File: config.mk
export PLATFORM = sky130hd
export DESIGN_NAME = enable_cadence_rx
export DESIGN_NICKNAME = d
export VERILOG_FILES = /design/src/rtl/enable_cadence_rx.sv
export SDC_FILE = /design/constraint.sdc
export NUM_CORES = 1
export LEC_CHECK = 0
export ABC_AREA = 1
export BUFFER_PORTS_ARGS = -buffer_cell sky130_fd_sc_hd__buf_2
export CAP_MARGIN = 10
export CORE_ASPECT_RATIO = 1.25
export CORE_MARGIN = 2
export CORE_UTILIZATION = 43
export DETAILED_ROUTE_END_ITERATION = 10
export GPL_TIMING_DRIVEN = 1
export HOLD_SLACK_MARGIN = 0.06
export PLACE_DENSITY_LB_ADDON = 0.3
export SLEW_MARGIN = 20
export SYNTH_ARGS = -nofsm -noshare
export SYNTH_HDL_FRONTEND = slang
export SYNTH_SLANG_ARGS = --single-unit
File: constraint.sdc
create_clock -name clk -period 2.8 [get_ports clk]
set_input_delay 0.14 -clock clk [delete_from_list [all_inputs] [get_ports clk]]
set_output_delay 0.14 -clock clk [all_outputs]
set_load 0.005 [all_outputs]
File: src/rtl/enable_cadence_rx.sv
// Receive side of the fractional clock-enable scheme: captures strobed samples into a
// first-word-fall-through FIFO and watches the strobe cadence for bad windows.
module enable_cadence_rx #(
  parameter int unsigned DATA_WIDTH    = 16,
  parameter int unsigned INPUT_CYCLES  = 3,
  parameter int unsigned OUTPUT_PULSES = 2,
  parameter int unsigned FIFO_DEPTH    = 4,
  parameter int unsigned ERR_CNT_WIDTH = 8
) (
  input  logic                          clk,
  input  logic                          rst,
  input  logic                          in_en,
  input  logic [DATA_WIDTH-1:0]         in_data,
  input  logic                          out_ready,
  output logic                          out_valid,
  output logic [DATA_WIDTH-1:0]         out_data,
  output logic [$clog2(FIFO_DEPTH):0]   fifo_level,
  output logic                          overflow,
  output logic                          cadence_err,
  output logic [ERR_CNT_WIDTH-1:0]      err_count,
  input  logic                          clear_err
);

  localparam int unsigned PtrW = $clog2(FIFO_DEPTH);
  localparam int unsigned LvlW = PtrW + 1;
  localparam int unsigned WinW = (INPUT_CYCLES > 1) ? $clog2(INPUT_CYCLES) : 1;
  localparam int unsigned PcW  = $clog2(INPUT_CYCLES + 1);

  logic [DATA_WIDTH-1:0]    mem_q [FIFO_DEPTH];
  logic [PtrW-1:0]          wr_ptr_q, rd_ptr_q;
  logic [LvlW-1:0]          level_q, level_d;
  logic [DATA_WIDTH-1:0]    last_q;
  logic                     full, push, pop, drop;

  logic [WinW-1:0]          win_q;
  logic [PcW-1:0]           pulse_q, pulse_total;
  logic                     mask_q, win_end, bad_win;
  logic                     overflow_q, cad_err_q;
  logic [ERR_CNT_WIDTH-1:0] err_cnt_q, err_cnt_d;

  assign out_valid = (level_q != '0);
  assign full      = (level_q == LvlW'(FIFO_DEPTH));
  assign pop       = out_valid & out_ready;
  // A full FIFO still takes a sample when the head leaves in the same cycle.
  assign push      = in_en & (~full | pop);
  assign drop      = in_en & full & ~pop;

  assign out_data    = out_valid ? mem_q[rd_ptr_q] : last_q;
  assign fifo_level  = level_q;
  assign overflow    = overflow_q;
  assign cadence_err = cad_err_q;
  assign err_count   = err_cnt_q;

  always_comb begin
    level_d = level_q;
    unique case ({push, pop})
      2'b10:   level_d = level_q + 1'b1;
      2'b01:   level_d = level_q - 1'b1;
      default: level_d = level_q;
    endcase
  end

  always_ff @(posedge clk) begin
    if (push) mem_q[wr_ptr_q] <= in_data;
  end

  always_ff @(posedge clk or posedge rst) begin
    if (rst) begin
      wr_ptr_q <= '0;
      rd_ptr_q <= '0;
      level_q  <= '0;
      last_q   <= '0;
    end else begin
      level_q <= level_d;
      if (push) wr_ptr_q <= wr_ptr_q + 1'b1;
      if (pop) begin
        rd_ptr_q <= rd_ptr_q + 1'b1;
        last_q   <= mem_q[rd_ptr_q];
      end
    end
  end

  // Count includes the strobe of the window's final cycle.
  assign win_end     = (win_q == WinW'(INPUT_CYCLES - 1));
  assign pulse_total = pulse_q + PcW'(in_en);
  assign bad_win     = win_end & ~mask_q & (pulse_total != PcW'(OUTPUT_PULSES));

  always_comb begin
    err_cnt_d = err_cnt_q;
    if (clear_err) begin
      err_cnt_d = bad_win ? ERR_CNT_WIDTH'(1) : '0;
    end else if (bad_win && (err_cnt_q != '1)) begin
      err_cnt_d = err_cnt_q + 1'b1;
    end
  end

  always_ff @(posedge clk or posedge rst) begin
    if (rst) begin
      win_q      <= '0;
      pulse_q    <= '0;
      mask_q     <= 1'b1;
      overflow_q <= 1'b0;
      cad_err_q  <= 1'b0;
      err_cnt_q  <= '0;
    end else begin
      win_q      <= win_end ? '0 : win_q + 1'b1;
      pulse_q    <= win_end ? '0 : pulse_total;
      if (win_end) mask_q <= 1'b0;
      overflow_q <= (overflow_q & ~clear_err) | drop;
      cad_err_q  <= (cad_err_q & ~clear_err) | bad_win;
      err_cnt_q  <= err_cnt_d;
    end
  end

endmodule

# == Word-level counts from Yosys, hierarchy flattened ==
# Memory sizes are Yosys's and may differ from the RTL's.
# Cells that the tools add are included.
# word_totals
register_bits,38
ramBits,64
in_bits,21
output_inout_bits,30
wordCells,52
mem_count,1
# memory_table
name,words,width,rd,rd_ports_with_merged_regs,wr,line_no,rtl
mem_q,4,16,1,0,1,29,logic [DATA_WIDTH-1:0] mem_q [FIFO_DEPTH];
# op_classes
add_sub_neg,7
eq_ne,6
muxes,9
n_bitwise,15
n_reduce_logical,4
# op_table
operator,n
16-bit two-way mux,1
8-bit two-way mux,2
"8-bit by 1-bit adder with 8-bit output, second input constant",1
1-bit bitwise AND,8
"8-bit != test, second input constant",1
"2-bit by 1-bit adder with 2-bit output, second input constant",3
3-bit case mux with 2 select lines,1
"2-bit == test, second input constant",2
2-bit two-way mux,2
1-bit NOT,4
2-bit nonzero test,2
"3-bit by 1-bit adder with 3-bit output, second input constant",1
"3-bit == test, second input constant",1
1-bit two-way mux,3
1-bit OR,3
3-bit nonzero test,1
"3-bit by 1-bit subtractor with 3-bit output, second input constant",1
2-bit by 1-bit adder with 2-bit output,1
"2-bit by 1-bit == test with 1-bit output, second input constant",1
"2-bit != test, second input constant",1
1-bit logical AND,1

# == Longest topological paths before layout ==
# logic_depth
depth_word,6
depth_mapped,9
ltp_nobuf,9

# == Worst setup path before layout ==
# No wires, ideal clock.
# synth_timing
path_kind,flip-flop to flip-flop
start,reg level_q[2] (netlist: fifo_level[2])
end,"mem mem_q[0][0], enable pin"
arrival_time_ns,1.558
required_time_ns,2.411
setup_slack_ns,0.853
path_stages_with_launch,7
period_less_slack_ns,1.947
path_cell_list,dfrtp_1 > inv_1 > nand2_4 > nand2_4 > nand3_2 > nand2_4 > nor2_1
# synth_via
elab_chain_len,6
word_cells_on_any_way,8
classes_between,eq/ne: 1; mux: 2; bitwise: 4; reduce/logical: 1
# synth_lines
item,line_no,rtl
from (decl),31,"logic [LvlW-1:0] level_q, level_d;"
from (signal assigned),74,level_q <= level_d;
3-bit nonzero test,41,assign out_valid = (level_q != '0);
net out_valid,15,"output logic out_valid,"
1-bit bitwise AND,43,assign pop = out_valid & out_ready;
1-bit OR,45,assign push = in_en & (~full | pop);
1-bit bitwise AND,45,
1-bit two-way mux,64,if (push) mem_q[wr_ptr_q] <= in_data;
1-bit two-way mux (implied by the code),64,
to (decl),29,
# The timed path passes the listed nets, and every way through them passes these cells.

# == Final worst setup path ==
# layout_timing
start,reg level_q[0] (netlist: fifo_level[0])
end,out out_data[0]
# layout_via
elab_chain_len,2
# layout_lines
item,line_no,rtl
3-bit nonzero test,41,
16-bit two-way mux,48,assign out_data = out_valid ? mem_q[rd_ptr_q] : last_q;
to (decl),16,"output logic [DATA_WIDTH-1:0] out_data,"
# Every way passes these cells.

==> impl_metrics.yaml <==
logic_synthesis:
  ys_seq_area_share_pct: 64.2
  synth_top_family_by_area: "simple AND/OR/NAND/NOR gates"
  synth.distinct_cells: 29
  yosys.area.top_type_share_pct: 42.9
  synth_xor_area_share_pct: 1.34
  yosys.area_share.simple_pct: 22.6
  muxShareOfSynthArea_pct: 0
  synthesis.nets: 463
  synthCells: 435
  syn-cell-area_sq_um: 4480
  synth-seq-cells: 102
  synth-adder-area-share_pct: 2.12
  avgSynthCellArea_sq_um: 10.3
  synth_compound_area_share_pct: 4.50
  synth_area_leaders: "edfxtp_1 43%, dfrtp_1 21%, nand2_1 13%, nand3_1 5.0%, o21ai_0 2.7%"
  yosysTopAreaCell: "edfxtp_1"
  yosysWarnings: 0
grt:
  grt_usage_pct: 16.5
  grt_max_degree: 37
  gr-total-overflow: 0
  antenna_found_initial: 0
  grt_pass1_vias: 3068
  grt_pass1_wl_um: 14300
detailed_routing:
  drt_pass1_iterations: 4
  first_iter_violations: 162
  drc_errors: 0
  vias: 3114
  wl_um: 8620
  wire_per_inst_um: 13.5
  vias_per_cell: 4.89
  ant_nets: 0
sta:
  finalHoldViolCount: 0
  setup_viol: 0
  drv_slew: 0
  fmax_ghz: 0.495
  grt_setup_unrepaired: "false"
  slew-limit-headroom_pct: 61.8
  fin_tns_setup_ps: 0
  worst_pin_slew_ps: 572
  finClkSkew_ps: 7.10
  finalCritPeriodShare_pct: 72.2
  period_minus_slack_ps: 2020
clock_tree:
  clkTransAtPathRegs_ps: 70
  htree_levels: 3
  post_cts_buffers: 0
  clock_path_buffers: 2
  cts_tree: "done"
  cts-resized-gates: 0
  clk_latency_ps: 340
  root_buffer: "clkbuf_16"
  numCtsBuffers: 9
  cts.sinks: 102
floorplan:
  die-area_sq_um: 11200
  core-area_sq_um: 10100
  row_count: 41
  die_x_um: 95.3
  start_util_pct: 44.3
  ioPinCount: 51
  die_height_um: 118
placed_design:
  port_buffers: 50
  hpwl_um: 5720
  dpl.cell_count: 605
  gp_congestion: 0.795
hold_path:
  hp-start: "clear_err"
  hold_depth: 4
  min_to: "err_count[5]"
  hold_class: "in -> reg"
worst_setup_path:
  r2r_setup_slack_ps: 980
  crit_buf_inv: 3
  cpPeakStageDelay_ps: 440
  cp_slowest_cell: "dfrtp_1"
  cp.required_ps: 2660
  rr_worst_depth: 7
  path_class: "reg -> out"
  crit_chain: "nor2_4 > nand2_4 > inv_1 > buf_4 > nand2_1 > o21ai_0 > buf_2"
  end_kind: "output port"
  cp_top_family: "buffers and inverters"
  r2r-end: "mem_q[2][5]"
  cp.arrival_ps: 1880
  reg2reg_from: "fifo_level[0]"
  start_kind: "flop"
  critPathMaxFanout: 26
layout:
  n_antenna_cell: 0
  nFillCells: 922
  fin_util_pct: 52.6
  areaGrowthSynthToFinish_pct: 18.8
  drive_above_1_share_pct: 17.3
  nets: 532
  instances_no_fill: 637
pwr:
  total_power_uw: 5200
  power.density_nw_per_um2: 979
  irDropWorstVdd_mv: 0.347
  p_leak_uw: 0.00231
job:
  max_cap_viol_count: 0
outcome:
  status: "completed"
cell type report:
cell class | count | area (sq um) | area share, %
Inverter | 33 | 129 | 2.42
Sequential cell | 102 | 2870 | 54.1
Clock buffer | 9 | 225 | 4.24
Clock inverter | 6 | 76.3 | 1.44
Timing Repair Buffer | 75 | 480 | 9.04
Tap cell | 129 | 161 | 3.04
Multi-Input combinational cell | 283 | 1370 | 25.8
timing repair:
item | 4_1_cts | 5_1_grt
hold buffers | 17 | 0
setup endpoints to repair | 0 | 0
endpoints found under the hold margin | 69 | 0
logic make-up after synthesis:
| kind of cell | count (synthesis) |
|---|---|
| xor+xnor | 6 |
| buf+inv | 50 |
| fa+ha+maj | 7 |
| simple gates | 231 |
| compound gates | 39 |
| flops | 102 |
worst max path at each step:
stage | end | depth (start not counted) | slack, ps | from
floorplan | mem_q[0][0] | 6 | 850 | fifo_level[2]
global placement | mem_q[2][6] | 7 | 1030 | fifo_level[0]
detailed placement | mem_q[2][8] | 7 | 980 | fifo_level[0]
CTS | out_data[3] | 6 | 780 | rd_ptr_q[0]
global route | out_data[0] | 7 | 610 | fifo_level[0]
finish | out_data[0] | 7 | 780 | fifo_level[0]
registers in the layout, summed over array words and instances (netlist names):
| signal | count |
|---|---|
| cadence_err | 1 |
| err_count | 8 |
| fifo_level | 3 |
| last_q | 16 |
| mask_q | 1 |
| mem_q | 64 |
| overflow | 1 |
| pulse_q | 2 |
| rd_ptr_q | 2 |
| win_q | 2 |
| wr_ptr_q | 2 |
cells in the final DEF (no fill, tap or decap), drive strengths merged:
master	Yosys	layout
nand4	4	4
ha	6	6
o21ai	36	36
inv	32	36
nand3	48	48
a21oi	1	1
dfrtp	37	37
clkinv	1	2
o21a	1	1
bufinv	0	1
nand2	157	157
dlygate4sd3	0	17
dfstp	1	1
buf	15	58
nor3	1	1
edfxtp	64	64
a22o	1	1
clkbuf	2	9
fa	1	1
nor2	21	21
xor2	5	5
xnor2	1	1
worst register-to-register path, cell delays in order, from the launching register on:
cell	delay (ps)
dfrtp_1	440
nor2_4	180
nand2_4	90
nand2_4	270
nand3_2	180
nand2_4	140
nor2_1	50
buf_4	210
stage by stage:
stage                     hold WS, ps  setup slack (ps)  cell area [sq um]
final                             135               778               5320
after global routing              139               612               5320
after global placement           71.2              1030               4840
after floorplan                   239               853               4480
after detailed placement         68.0               984               4840
after CTS                         122               777               5320
metal layers:
metal / global-route usage [%] / routed length, um
met1: 20.3 / 3850
met2: 28.1 / 4310
met3: 3.65 / 324
met4: 5.98 / 130
met5: 0 / 0
synth_stat cells:
master / number
a21oi_1: 1
nand2_1: 153
dfrtp_1: 37
inv_1: 31
inv_2: 1
clkbuf_2: 1
o21ai_1: 12
buf_4: 8
nand3_2: 3
xnor2_1: 1
o21a_1: 1
edfxtp_1: 64
nor2_2: 1
ha_1: 6
nand4_1: 4
nor3_4: 1
a22o_1: 1
xor2_1: 4
nor2_1: 18
dfstp_2: 1
nand3_1: 45
fa_1: 1
nor2_4: 2
o21ai_0: 24
clkinv_4: 1
xor2_2: 1
buf_2: 7
clkbuf_1: 1
nand2_4: 4
where the power goes:
group          leakage, uW  switching (uW)  internal [uW]
Combinational      0.00110            1160            636
Sequential         0.00106             160           1990
Clock             0.000149             558            705
Total              0.00231            1870           3330
No activity file was read; power rests on OpenSTA's default activity.
